## src/rtl/seq_det_pkg.sv

```systemverilog
// Shared types and helpers for the programmable sequence detector.
// Holds the FSM state encoding and the length helper functions.
package seq_det_pkg;

    // Pattern lengths are limited to this many bits.
    localparam int MAX_LEN_LIMIT = 32;

    typedef enum logic {
        SCAN  = 1'b0,
        MATCH = 1'b1
    } state_t;

    // Width needed to hold a length value 0..max_len.
    function automatic int len_w(input int max_len);
        return $clog2(max_len + 1);
    endfunction

    // Lengths above the window size collapse to the full window.
    function automatic int clamp_len(input int len, input int max_len);
        return (len > max_len) ? max_len : len;
    endfunction

endpackage

```

## src/rtl/seq_det_window.sv

```systemverilog
// History shift window with fill tracking and masked pattern compare.
// Produces a combinational hit for the bit being shifted in this cycle.
module seq_det_window
    import seq_det_pkg::*;
#(
    parameter int MAX_LEN = 8,
    parameter int LEN_W   = len_w(MAX_LEN)
) (
    input  logic               clock,
    input  logic               reset,
    input  logic               load,
    input  logic               overlap,
    input  logic               bit_valid,
    input  logic               bit_in,
    input  logic [MAX_LEN-1:0] pattern,
    input  logic [LEN_W-1:0]   len,
    output logic               hit,
    output logic               busy
);

    logic [MAX_LEN-1:0] hist;
    logic [MAX_LEN-1:0] hist_next;
    logic [MAX_LEN-1:0] mask;
    logic [LEN_W-1:0]   fill;
    logic [LEN_W-1:0]   fill_next;
    logic               shift;

    // Next window contents, saturating fill and the masked compare.
    always_comb begin
        shift     = bit_valid & ~load;
        hist_next = {hist[MAX_LEN-2:0], bit_in};
        if (fill >= len) begin
            fill_next = len;
        end else begin
            fill_next = fill + LEN_W'(1);
        end
        mask = '0;
        for (int i = 0; i < MAX_LEN; i++) begin
            mask[i] = (i < int'(len));
        end
        hit = shift
            && (len != '0)
            && (fill_next >= len)
            && (((hist_next ^ pattern) & mask) == '0);
    end

    // Shift register of received bits; a load only suppresses shifting.
    always_ff @(posedge clock) begin
        if (!reset) begin
            hist <= '0;
        end else if (shift) begin
            hist <= hist_next;
        end
    end

    // Valid-bit count; a non-overlapping match restarts the count.
    always_ff @(posedge clock) begin
        if (!reset) begin
            fill <= '0;
        end else if (load) begin
            fill <= '0;
        end else if (shift) begin
            if (hit && !overlap) begin
                fill <= '0;
            end else begin
                fill <= fill_next;
            end
        end
    end

    assign busy = (fill != '0);

endmodule

```

## src/rtl/seq_det_param_moore.sv

```systemverilog
// Programmable Moore sequence detector: config registers, match FSM
// and a saturating match counter around the history window.
module seq_det_param_moore
    import seq_det_pkg::*;
#(
    parameter int MAX_LEN = 8,
    parameter int CNT_W   = 16
) (
    input  logic                           clock,
    input  logic                           reset,
    input  logic                           sequence_in,
    input  logic                           sequence_valid,
    input  logic                           cfg_load,
    input  logic [MAX_LEN-1:0]             cfg_pattern,
    input  logic [$clog2(MAX_LEN+1)-1:0]   cfg_len,
    input  logic                           cfg_overlap,
    input  logic                           cnt_clear,
    output logic                           detector_out,
    output logic [CNT_W-1:0]               match_count,
    output logic                           busy
);

    localparam int LEN_W = len_w(MAX_LEN);

    logic [MAX_LEN-1:0] pattern;
    logic [LEN_W-1:0]   len;
    logic               overlap;
    logic [LEN_W-1:0]   len_clamped;
    logic               hit;
    state_t             state;
    state_t             state_next;

    assign len_clamped = LEN_W'(clamp_len(32'(cfg_len), MAX_LEN));

    // Configuration capture; reset leaves a full-width zero pattern.
    always_ff @(posedge clock) begin
        if (!reset) begin
            pattern <= '0;
            len     <= LEN_W'(MAX_LEN);
            overlap <= 1'b1;
        end else if (cfg_load) begin
            pattern <= cfg_pattern;
            len     <= len_clamped;
            overlap <= cfg_overlap;
        end
    end

    seq_det_window #(
        .MAX_LEN (MAX_LEN),
        .LEN_W   (LEN_W)
    ) u_window (
        .clock     (clock),
        .reset     (reset),
        .load      (cfg_load),
        .overlap   (overlap),
        .bit_valid (sequence_valid),
        .bit_in    (sequence_in),
        .pattern   (pattern),
        .len       (len),
        .hit       (hit),
        .busy      (busy)
    );

    // FSM state register.
    always_ff @(posedge clock) begin
        if (!reset) begin
            state <= SCAN;
        end else begin
            state <= state_next;
        end
    end

    // Next state: only a qualified hit reaches or stays in MATCH.
    always_comb begin
        state_next = SCAN;
        if (!cfg_load && hit) begin
            state_next = MATCH;
        end
    end

    // Moore output decoded from the state alone.
    always_comb begin
        detector_out = (state == MATCH);
    end

    // Match counter; clear wins over an increment, holds at all-ones.
    always_ff @(posedge clock) begin
        if (!reset) begin
            match_count <= '0;
        end else if (cnt_clear) begin
            match_count <= '0;
        end else if (state_next == MATCH && match_count != '1) begin
            match_count <= match_count + CNT_W'(1);
        end
    end

endmodule

```

## config.mk

```make
export PLATFORM = sky130hd
export DESIGN_NAME = seq_det_param_moore
export DESIGN_NICKNAME = d
export VERILOG_FILES = /design/src/rtl/seq_det_pkg.sv /design/src/rtl/seq_det_window.sv /design/src/rtl/seq_det_param_moore.sv
export SDC_FILE = /design/constraint.sdc
export NUM_CORES = 1
export LEC_CHECK = 0
export CAP_MARGIN = 25
export CELL_PAD_IN_SITES_DETAIL_PLACEMENT = 1
export CELL_PAD_IN_SITES_GLOBAL_PLACEMENT = 2
export CORE_ASPECT_RATIO = 1.1
export CORE_UTILIZATION = 34
export DETAILED_ROUTE_END_ITERATION = 6
export GPL_ROUTABILITY_DRIVEN = 0
export GPL_TIMING_DRIVEN = 0
export PLACE_DENSITY = 0.9
export REMOVE_ABC_BUFFERS = 1
export SYNTH_ARGS = -nofsm -noshare
export SYNTH_HDL_FRONTEND = slang
export SYNTH_SLANG_ARGS = --single-unit
```

## constraint.sdc

```tcl
create_clock -name clock -period 5.7 [get_ports clock]
set_clock_uncertainty 0.1 [all_clocks]
set_input_delay 1.14 -clock clock [delete_from_list [all_inputs] [get_ports clock]]
set_output_delay 1.14 -clock clock [all_outputs]
set_load 0.01 [all_outputs]
```

==> out/summary.md, run 1 <==
The first-pass GRT wire length is 8.859 mm. The area fraction of the dominant cell type after synthesis is 0.3861, and the count of pins on the block boundary is 37. In this run the tool buffered the top-level ports with 36 buffer cells.

Summed over all failing endpoints, the final setup total negative slack is 0 ns. Before antenna repair, the detailed router went through 4 iterations. The areal power density over the cells works out to 215.1 nW/µm².

Met1 demand-to-capacity share in global routing: 0.2110. The depth of the worst register-to-register path was 11. The run gives 60 as the first-iteration detailed-routing DRC count. The number of buffers inserted by hold repair at cts was 0. For the aggregate global-route resource usage, the log shows 0.1705. The busiest layer in global routing was met2.

The worst hold path belongs to the class reg -> reg. The flow ran to the end, and the final reports show no timing, DRC or antenna violations. The pre-CTS setup slack is 0.6640 ns. Once layout is complete, the cells apart from fillers number 357. STA puts the critical path data required time at 5.81 ns. The highest net fanout along the worst path was 21. Post-synthesis average cell area: 8.641 µm². The die is 84.93 µm tall. The worst-case IR drop observed on VDD is 0.09080 mV. The share of cells above drive strength 1 is 0.04286. In the final design database the tool counted 310 nets. The root buffer cell chosen for the clock tree is clkbuf_8. The most frequent cell after synthesis is dfxtp_1.

The total overflow left after global routing is 0. Largest incremental delay on the critical path: 0.87 ns. The chip width was 77.39 µm.

The number of hold violations in the final report was 0. The ratio of final minimum period to clock period works out to 0.8134. The setup slack of the critical path after layout was 1.064 ns; the maximum number of pins on one net before global-route repair was 25.

Remaining max-slew budget at the tightest pin: 0.4042. Summed over all instances, the cell type with the most area after synthesis is dfxtp_1. STA classifies the critical path endpoint as a register. TritonCTS built the clock tree. The final cell utilization of the core was 0.4443. The critical register-to-register path startpoint was len[3]. Walking the worst path, the cells encountered are clkdlybuf4s50_1 -> nor2b_1 -> o211ai_1 -> a211oi_2 -> nand4_1 -> or3_1 -> a21oi_1. The via count of the first global-routing pass came out at 1861. After layout, the design draws a total of 565.1 µW.

Post-CTS timing repair inserted 0 buffers for setup. In this run the deepest clock path goes through 2 buffers. The logs give 0 for the initial antenna violation count and 0 for the post-route antenna net violation count.

The critical path in this run is classified as in -> reg. The met3 track demand over resource is 0.02581, and the area enclosed by the die boundary is 6573 µm². Summed over all nets, the half-perimeter wirelength after detailed placement is 3.824 mm.

After detailed routing, the average wire length per cell comes to 14.32 µm. For the leakage power, the log shows 0.9552 nW. By area the synthesized netlist is led by dfxtp_1 (39%), ha_1 (6.5%), nand2_1 (4.8%). Counting buffers and inverters, the worst setup path is 7 cells deep. The antenna diode count was 0. Setup violations remaining at the end of the flow were counted as 0. The slowest stage of the critical path is the clkdlybuf4s50_1 cell. The total area inside the core boundary comes to 5914 µm². Counting the buffers created by CTS gives 5. The fraction of registers with async set or reset after synthesis works out to 0.

The worst hold-check slack was 0.4021 ns; the post-detailed-routing wire length was 5.111 mm. Buffers plus inverters on the worst setup path: 1. After synthesis, the most frequently instantiated cells are dfxtp_1 (41), nand2_1 (27), a21oi_1 (15). For the pin with the worst max-slew slack, the measured transition is 0.8909 ns. Across the run, the number of max-cap violations was 0. The arrival time reported for the critical path endpoint is 4.74 ns, and the flip-flop and latch area is 820.8 µm². The number of max-slew violations in the final report was 0. The run gives 0.2961 as the met2 track demand over resource. Relative to the synthesized area, the layout overhead comes to 23.60%.

In this run the cell area measured after placement is 2537 µm². After clock tree synthesis, the clock-pin slew on the worst setup and hold paths is 0.08 ns. Critical register-to-register path endpoint: match_count[9].

Yosys printed 0 warnings. The synthesized netlist occupies a cell area of 2126 µm². Yosys mapped a number of flops with a built-in enable equal to 0.

Post-CTS repair changed the size of 0 cells. Summing all multi-input logic gate instances after layout gives 1219 µm². For this run, the leading register cell type out of synthesis is dfxtp_1. Kind of cell adding the most delay to the critical path: simple AND/OR/NAND/NOR gates. Including well taps, the total number of placed cells is 350.

The deepest level of the CTS H-tree is 2, and the number of rows in the core area is 29. The tools report the endpoint of the worst setup timing path as match_count[9]. After detailed routing, the number of remaining DRC violations is 0. The launching element type of the critical path is an input pin. The final non-filler cell area is 2628 µm². Sequential fraction of the synthesis area: 0.3861. For the clock latency at the later pin of the worst-skew pair, the log shows 0.29 ns. Setup repair after global routing left no endpoint under its margin.

Clock sink count: 41. The initial standard-cell utilization of the core is 0.3594. Setup slack on the worst reg-to-reg path comes out at 1.24 ns. The tools report the launching element of the worst setup path as cfg_load. Timing would allow up to 215.7 MHz. Counting flops and latches in the post-synthesis netlist gives 41. The routed via count was 1831. After layout, the minimum clock period comes to 4.636 ns. The tools report the gate count of the mapped netlist as 246. The logs give 38 for the post-synthesis cell type count and 717 for the fill cell instance count of the final layout.

In the routed layout, each cell is associated on average with a via count of 5.129.
-- layer usage --
metal,up-vias,part of all wire
li1,934,-
met3,7,0.027
met2,26,0.48
met1,864,0.48
met5,-,0
met4,0,0.016
-- worst min-delay path, delay by kind of cell (launching register included) --
family	cells	cell delay (ns)
AO/OA/AOI/OAI	1	0.07
AND/OR/NAND/NOR	1	0.05
flip-flops	1	0.33
-- sequential cells by signal, indices dropped and copies added (netlist names) --
name,cells
match_count,16
u_window.hist,7
u_window.fill,4
len,4
pattern,8
detector_out,1
overlap,1
-- worst min path at each step --
stage / cells past startpoint / from / endpoint / slack [ns]
floorplan: 2 / overlap / overlap / 0.34
global placement: 2 / overlap / overlap / 0.37
detailed placement: 2 / overlap / overlap / 0.39
CTS: 2 / u_window.hist[6] / u_window.hist[6] / 0.41
global route: 2 / u_window.hist[6] / u_window.hist[6] / 0.43
finish: 2 / u_window.hist[6] / u_window.hist[6] / 0.40
-- cell type report --
class / count / share of cell area
clock buffer: 6 / 0.03143
timing repair buffer: 36 / 0.1371
clock inverter: 1 / 0.002857
inverter: 11 / 0.01571
tap: 77 / 0.03667
multi-input combinational: 185 / 0.4638
sequential: 41 / 0.3124
-- power breakdown --
group | leakage [nW] | total (mW) | internal [mW] | switching (mW)
sequential | 0.333 | 0.300 | 0.293 | 0.00762
clock | 0.0433 | 0.196 | 0.0958 | 0.0998
combinational | 0.579 | 0.0692 | 0.0350 | 0.0342
-- cells by family (layout without fill, tap and decap cells) --
group                      Yosys count  count (layout)  share of synthesized area
xor gates and xnor gates            13              13                    0.05356
muxes                               11              11                    0.05239
adders and majority gates           11              11                    0.06474
AOI/OAI and AO/OA                   57              57                     0.1736
and+or+nand+nor                     93              93                     0.2290
DFF                                 41              41                     0.3861
buffers and inverters               20              54                    0.04061
-- cells in the final DEF, fill, tap and decap left out, types with 7 or more instances in the layout --
master and count:
dfxtp_1 41, clkdlybuf4s50_1 36, nand2_1 27, a21oi_1 15, o21ai_1 12, inv_1 11
ha_1 11, nand3_1 10, nor2b_1 10, mux2i_1 10, or3_1 10, nor2_1 8
nand2b_1 7, xnor2_1 7, nand4_1 7, a21boi_0 7
Power figures use the tool's default switching activity.
==> inputs of run 2 (changes only) <==
--- a/config.mk
+++ b/config.mk
@@ -9,11 +9,11 @@
 export CELL_PAD_IN_SITES_DETAIL_PLACEMENT = 1
 export CELL_PAD_IN_SITES_GLOBAL_PLACEMENT = 2
 export CORE_ASPECT_RATIO = 1.1
-export CORE_UTILIZATION = 34
+export CORE_UTILIZATION = 28
 export DETAILED_ROUTE_END_ITERATION = 6
 export GPL_ROUTABILITY_DRIVEN = 0
 export GPL_TIMING_DRIVEN = 0
-export PLACE_DENSITY = 0.9
+export PLACE_DENSITY = 0.8
 export REMOVE_ABC_BUFFERS = 1
 export SYNTH_ARGS = -nofsm -noshare
 export SYNTH_HDL_FRONTEND = slang
==> constraint.sdc (replaced) <==
create_clock -name clock -period 4.1 [get_ports clock]
set_clock_uncertainty 0.1 [all_clocks]
set_input_delay 0.82 -clock clock [delete_from_list [all_inputs] [get_ports clock]]
set_output_delay 0.82 -clock clock [all_outputs]
set_load 0.01 [all_outputs]
==> out/summary.md, run 2 (synthesized netlist as in run 1, its figures left out) <==
The vias per cell is 5.081 (was 5.129), and the required time of the critical path is 4.15 ns (was 5.81 ns). For the routed via count, the log shows 1880 (was 1831). The average wire length per cell after detail routing is 14.52 µm (was 14.32 µm). The initial standard-cell utilization of the core is 0.2966 (was 0.3594). The logs give 0.9861 nW (was 0.9552 nW) for the leakage power and 5 (unchanged) for the CTS buffer count.

The register ranked first by flip-flop count was match_count (unchanged). The launching element type of the critical path is a register (was an input pin). The worst supply voltage drop on vdd is 0.1070 mV (was 0.09080 mV). The maximum buffer depth of the clock tree is 2 (unchanged), and the number of max-capacitance violations reported is 0 (unchanged).

The global-route congestion overflow total is 0 (unchanged). Root cell of the clock tree: clkbuf_8 (unchanged). The tools report the type of destination of the critical path as a register (unchanged).

The chip width works out to 85.08 µm (was 77.39 µm). The flow ran to the end, and the final reports show no timing, DRC or antenna violations. The height of the die is 93.39 µm (was 84.93 µm), and the clock sink count is 41 (unchanged). The number of rows in the core area was 32 (was 29). The largest incremental delay on the critical path is 0.53 ns (was 0.87 ns), and the clock transition time at the flip-flop clock pins of the worst setup and hold paths is 0.08 ns (about the same). Most used cells in the layout excluding fill and tap cells: dfxtp_1 (41), clkdlybuf4s50_1 (36), nand2_1 (27), a21oi_1 (15), o21ai_1 (12) (unchanged). Critical register-to-register path endpoint: match_count[5] (was match_count[9]).

The tools report the launching element of the worst setup path as len[3] (was cfg_load). The first-pass GRT wire length is 9.039 mm (was 8.859 mm), and the antenna diode count is 0 (unchanged). The clock latency at the later pin of the worst-skew pair is 0.29 ns (about the same), and the number of max-slew violations in the final report is 0 (unchanged).

The timing-limited maximum frequency came out at 263.1 MHz. The maximum number of pins on one net before global-route repair was 25 (unchanged); the layout net count was 314 (was 310). The depth of the worst register-to-register path was 13 (was 11); the final setup violation count was 0 (unchanged). For the count of pins on the block boundary, the log shows 37 (unchanged). The post-synthesis to final-layout area growth came out at 26.78% (was 23.60%). The remaining max-slew budget at the tightest pin is 0.3729 (was 0.4042). The placeable core area came out at 7167 µm² (was 5914 µm²).

The cell type of the slowest stage on the worst timing path is dfxtp_1 (was clkdlybuf4s50_1). The number of hold violations in the final report was 0 (unchanged); the area enclosed by the die boundary was 7945 µm² (was 6573 µm²). The number of buffers inserted by hold repair at cts came out at 0 (unchanged). The endpoint of the worst setup timing path is match_count[5] (was match_count[9]). The highest net fanout along the worst path was 10 (was 21); the ratio of final minimum period to clock period was 0.9269. The via count of the first global-routing pass is 1864 (was 1861), and the count of input and output buffers is 36 (unchanged). The remaining routing DRC violations was 0 (unchanged); the slew at the pin closest to its max-slew limit was 0.9377 ns (was 0.8909 ns). The total power consumption of the routed design is 863.1 µW (was 565.1 µW). The post-detailed-routing wire length is 5.371 mm (was 5.111 mm).

The flip-flop count of the largest register after layout was 16 (unchanged). The total instance count after detailed placement came out at 358 (was 350). The most common library cell in the layout ignoring fill and taps was dfxtp_1 (unchanged). Number of optimization iterations in the first detailed-route pass: 4 (unchanged).

Setup repair after global routing left no endpoint under its margin. The class of the tightest hold or removal check is reg -> reg (unchanged). Areal power density over the cells: 320.2 nW/µm² (was 215.1 nW/µm²). The kind of critical path was reg -> reg (was in -> reg). The tools report the critical register-to-register path startpoint as len[3] (unchanged). The logs give 370 (was 357) for the final non-filler cell total and 0.1463 (was 0.1705) for the aggregate global-route resource usage. Leading registers by flop count: match_count: 16 flops, pattern: 8 flops, u_window.hist: 7 flops (unchanged). TritonCTS built the clock tree.

For the post-detailed-placement cell area, the log shows 2547 µm² (was 2537 µm²). The run gives 48 (was 60) as the first-iteration detailed-routing DRC count. The arrival time reported for the critical path endpoint is 3.85 ns (was 4.74 ns). The final non-filler cell area came out at 2695 µm² (was 2628 µm²). The run gives 0.30 ns (was 1.24 ns) as the slack of the worst reg-to-reg path. The minimum clock period after layout is 3.800 ns, and the post-detailed-placement half-perimeter wirelength is 3.785 mm (was 3.824 mm). The post-route antenna net violation count was 0 (unchanged).

The initial antenna violation count is 0 (unchanged). For the deepest level of the CTS H-tree, the log shows 2 (unchanged). The share of cells above drive strength 1 works out to 0.05614 (was 0.04286). Cells along the critical path: inv_1 -> ha_1 -> nand2_1 -> o21ai_1 -> mux2_2 -> ha_1 -> o21ai_0 -> a222oi_1 -> buf_4 -> buf_4 -> nand4_1 -> o21ai_1 -> a21oi_1 (was clkdlybuf4s50_1 -> nor2b_1 -> o211ai_1 -> a211oi_2 -> nand4_1 -> or3_1 -> a21oi_1).
==> run 2: repair_timing <==
item / 4_1_cts / 5_1_grt
gates resized for setup: 0 / 1
pin swaps: 2 / 0
endpoints found under the setup margin: 11 / 9
cloned: 1 / 0
setup buffers: 2 / 1
==> run 2: routing by layer <==
layer  wire length, µm  track usage  up-vias
met1              2647       0.1871      898
li1                  -            -      951
met3               188      0.02824        4
met2              2471       0.2433       27
met4                63      0.05508        0
met5                 0            0        -
==> run 2: critical path: cells and delay by family, from the launching register on <==
family                     cells  cell delay, ns
AOI/OAI and AO/OA              5            1.14
adders and majority gates      2            0.60
buffers and inverters          3            0.43
DFF                            1            0.53
muxes                          1            0.41
and+or+nand+nor                2            0.45
==> run 2: cell type report <==
cell class                      instances  area (µm²)
Clock buffer                            7       86.33
Inverter                               11       41.29
Multi-Input combinational cell        186        1227
Tap cell                               85       106.4
Timing Repair Buffer                   39       382.9
Fill cell                             837        4472
Sequential cell                        41       820.8
Clock inverter                          1       30.03
==> run 2: how the worst min path moves through the flow <==
stage                           from          endpoint  slack (ns)  cells past startpoint
finish                       overlap           overlap        0.38                      2
detailed placement           overlap           overlap        0.37                      2
floorplan                    overlap           overlap        0.34                      2
global route        u_window.hist[0]  u_window.hist[0]        0.42                      2
global placement             overlap           overlap        0.36                      2
CTS                          overlap           overlap        0.39                      2
==> run 2: power by group <==
part | switching [mW] | total (mW) | leakage [nW] | internal, mW
clock | 0.140 | 0.339 | 0.0585 | 0.199
combinational | 0.0523 | 0.107 | 0.595 | 0.0543
sequential | 0.0104 | 0.417 | 0.333 | 0.407
==> run 2: through the flow <==
step	util	setup WS, ns	setup TNS [ns]	hold slack [ns]
4_1_cts	0.3747	0.01775	0	0.3914
5_1_grt	0.3760	0.02771	0	0.4207
3_3_place_gp	0.3554	-0.5110	-4.973	0.3564
3_5_place_dp	0.3554	-0.5262	-4.787	0.3684
6_report	0.3760	0.2998	0	0.3823
2_1_floorplan	-	0.4543	0	0.3410
==> inputs of run 3 (changes only) <==
--- a/config.mk
+++ b/config.mk
@@ -9,10 +9,12 @@
 export CELL_PAD_IN_SITES_DETAIL_PLACEMENT = 1
 export CELL_PAD_IN_SITES_GLOBAL_PLACEMENT = 2
 export CORE_ASPECT_RATIO = 1.1
+export CORE_MARGIN = 2
 export CORE_UTILIZATION = 28
 export DETAILED_ROUTE_END_ITERATION = 6
 export GPL_ROUTABILITY_DRIVEN = 0
 export GPL_TIMING_DRIVEN = 0
+export MAX_ROUTING_LAYER = met4
 export PLACE_DENSITY = 0.8
 export REMOVE_ABC_BUFFERS = 1
 export SYNTH_ARGS = -nofsm -noshare
==> out/summary.md, run 3 (synthesized netlist as in run 1, its figures left out) <==
The run finished with clean final reports. The launching element of the worst setup path is len[3] (unchanged). Type of destination of the critical path: a register (unchanged). The busiest layer in global routing is met2 (unchanged). The met3 track demand over resource was 0.02857 (was 0.02824). Cells along the critical path: inv_1 -> ha_1 -> nand2_1 -> o21ai_1 -> mux2_2 -> ha_1 -> o21ai_0 -> a222oi_1 -> buf_4 -> nand3_1 -> o211a_1 -> a22o_1 (was inv_1 -> ha_1 -> nand2_1 -> o21ai_1 -> mux2_2 -> ha_1 -> o21ai_0 -> a222oi_1 -> buf_4 -> buf_4 -> nand4_1 -> o21ai_1 -> a21oi_1).

The post-detailed-placement half-perimeter wirelength was 3.759 mm (was 3.785 mm). Most common library cell in the layout ignoring fill and taps: dfxtp_1 (unchanged). For the timing-limited maximum frequency, the log shows 269.5 MHz (was 263.1 MHz).

The slack of the worst reg-to-reg path is 0.39 ns (was 0.30 ns), and the initial antenna violation count is 0 (unchanged). The slew at the pin closest to its max-slew limit works out to 0.8694 ns (was 0.9377 ns). TritonCTS built the clock tree. The met1 demand-to-capacity share in global routing was 0.1822 (was 0.1871); the total power consumption of the routed design was 785.9 µW (was 863.1 µW).

The areal power density over the cells was 294.6 nW/µm² (was 320.2 nW/µm²); the global-route congestion overflow total was 0 (unchanged). The layout net count was 314 (unchanged); the post-synthesis to final-layout area growth was 25.49% (was 26.78%). The tools report the routed via count as 1889 (was 1880). The run gives 53 (was 48) as the first-iteration detailed-routing DRC count. The register ranked first by flip-flop count is match_count (unchanged). Height of the die: 95.39 µm (was 93.39 µm). Kind of cell adding the most delay to the critical path: compound AO/OA/AOI/OAI gates (unchanged). The launching element type of the critical path was a register (unchanged).

The maximum buffer depth of the clock tree is 2 (unchanged), and the met2 track demand over resource is 0.2385 (was 0.2433). The average wire length per cell after detail routing is 14.30 µm (was 14.52 µm). The tools report the aggregate global-route resource usage as 0.1468 (was 0.1463). The flip-flop count of the largest register after layout works out to 16 (unchanged).

The kind of critical path was reg -> reg (unchanged). The via count of the first global-routing pass is 1926 (was 1864), and the share of cells above drive strength 1 is 0.05965 (was 0.05614). Most used cells in the layout excluding fill and tap cells: dfxtp_1 (41), clkdlybuf4s50_1 (36), nand2_1 (27), a21oi_1 (15), o21ai_1 (12) (unchanged).

Setup repair after global routing left no endpoint under its margin. The number of max-slew violations in the final report is 0 (unchanged), and the initial standard-cell utilization of the core is 0.2876 (was 0.2966). The count of input and output buffers works out to 36 (unchanged). The tools report the worst supply voltage drop on vdd as 0.1062 mV (was 0.1070 mV). The clock transition time at the flip-flop clock pins of the worst setup and hold paths was 0.08 ns (about the same); the final setup violation count was 0 (unchanged). For the post-detailed-routing wire length, the log shows 5.321 mm (was 5.371 mm). The logs give 0.9705 nW (was 0.9861 nW) for the leakage power and 0 (unchanged) for the number of max-capacitance violations reported. Largest incremental delay on the critical path: 0.54 ns (was 0.53 ns). The chip width was 87.08 µm (was 85.08 µm); the number of buffers inserted by hold repair at cts was 0 (unchanged). The remaining routing DRC violations came out at 0 (unchanged). The number of rows in the core area was 33 (was 32). The tools report the worst hold path startpoint as overlap (unchanged). For the deepest level of the CTS H-tree, the log shows 2 (unchanged). The buffers plus inverters on the worst setup path is 2 (was 3), and the minimum clock period after layout is 3.710 ns (was 3.800 ns). The count of pins on the block boundary is 37 (unchanged). The vias per cell was 5.078 (was 5.081); the clock latency at the later pin of the worst-skew pair was 0.30 ns (was 0.29 ns).

Cell type of the slowest stage on the worst timing path: dfxtp_1 (unchanged). The clock sink count came out at 41 (unchanged). The class of the tightest hold or removal check was reg -> reg (unchanged). The post-route antenna net violation count came out at 0 (unchanged). For the area enclosed by the die boundary, the log shows 8306 µm² (was 7945 µm²).

The root cell of the clock tree was clkbuf_8 (unchanged). For the placeable core area, the log shows 7391 µm² (was 7167 µm²). Counting stages on the worst path, the most repeated cell is ha_1. Arrival time reported for the critical path endpoint: 3.80 ns (was 3.85 ns).

Sum of negative setup slack: 0 ns (unchanged). The ratio of final minimum period to clock period was 0.9049 (was 0.9269); the antenna diode count was 0 (unchanged). The highest net fanout along the worst path is 8 (was 10). The maximum number of pins on one net before global-route repair came out at 25 (unchanged). For the number of hold violations in the final report, the log shows 0 (unchanged). Critical register-to-register path startpoint: len[3] (unchanged). The run gives 9.377 mm (was 9.039 mm) as the first-pass GRT wire length. Leading registers by flop count: match_count: 16 flops, pattern: 8 flops, u_window.hist: 7 flops (unchanged). The CTS buffer count is 5 (unchanged), and the remaining max-slew budget at the tightest pin is 0.4186 (was 0.3729). The run gives 4 (unchanged) as the number of optimization iterations in the first detailed-route pass. The run gives 4.19 ns (was 4.15 ns) as the required time of the critical path.
-- run 3: changes by cell type in the layout (fill, tap and decap cells not counted) --
cell | previous run | this run
clkinv_2 | 0 | 2
clkbuf_8 | 6 | 5
clkinvlp_4 | 0 | 1
bufinv_16 | 1 | 0
clkbuf_1 | 1 | 0
-- run 3: path summary, 6_finish.rpt --
| check | end | cells after the start |
|---|---|---|
| setup reg to reg | u_window.fill[3] | 12 |
| hold / removal | overlap | 2 |
| hold reg to reg | overlap | 2 |
| setup / recovery | u_window.fill[3] | 12 |
-- run 3: final cells by class --
type	count	area, µm²
Timing Repair Buffer	39	382.9
Inverter	11	41.29
Sequential cell	41	820.8
Tap cell	87	108.9
Multi-Input combinational cell	186	1227
Clock buffer	5	68.82
Fill cell	877	4723
Clock inverter	3	17.52
-- run 3: power breakdown --
part | internal (mW) | total [mW] | leakage, nW | switching [mW]
sequential | 0.407 | 0.418 | 0.333 | 0.0105
clock | 0.118 | 0.265 | 0.0439 | 0.148
combinational | 0.0519 | 0.103 | 0.594 | 0.0511
total | 0.577 | 0.786 | 0.971 | 0.209
-- run 3: through the flow --
step                        util  setup WS [ns]  area (µm²)  hold slack [ns]  cells
after floorplan                -         0.4543        2081           0.3410    237
after global placement    0.3450        -0.4653        2550           0.3582    360
after detailed placement  0.3450        -0.5419        2550           0.3658    360
after CTS                 0.3586        0.04241        2650           0.3855    370
after global routing      0.3609         0.1090        2668           0.4165    372
final                     0.3609         0.3901        2668           0.3774    372
-- run 3: worst register-to-register path: stages, from the launching register on --
cell,delay (ns)
dfxtp_1,0.54
inv_1,0.14
ha_1,0.32
nand2_1,0.06
o21ai_1,0.34
mux2_2,0.41
ha_1,0.27
o21ai_0,0.07
a222oi_1,0.44
buf_4,0.22
nand3_1,0.13
o211a_1,0.32
a22o_1,0.25
-- run 3: metal layers --
metal,vias to the layer above,wire (µm)
met4,0,73
met3,6,211
met1,898,2518
li1,949,-
met5,-,0
met2,36,2517
-- run 3: what timing repair did --
| action | 4_1_cts | 5_1_grt |
|---|---|---|
| pin swaps | 2 | 1 |
| setup endpoints to repair | 9 | 11 |
| buffers inserted | 1 | 2 |
| resized for setup | 0 | 1 |
| gates cloned | 1 | 0 |
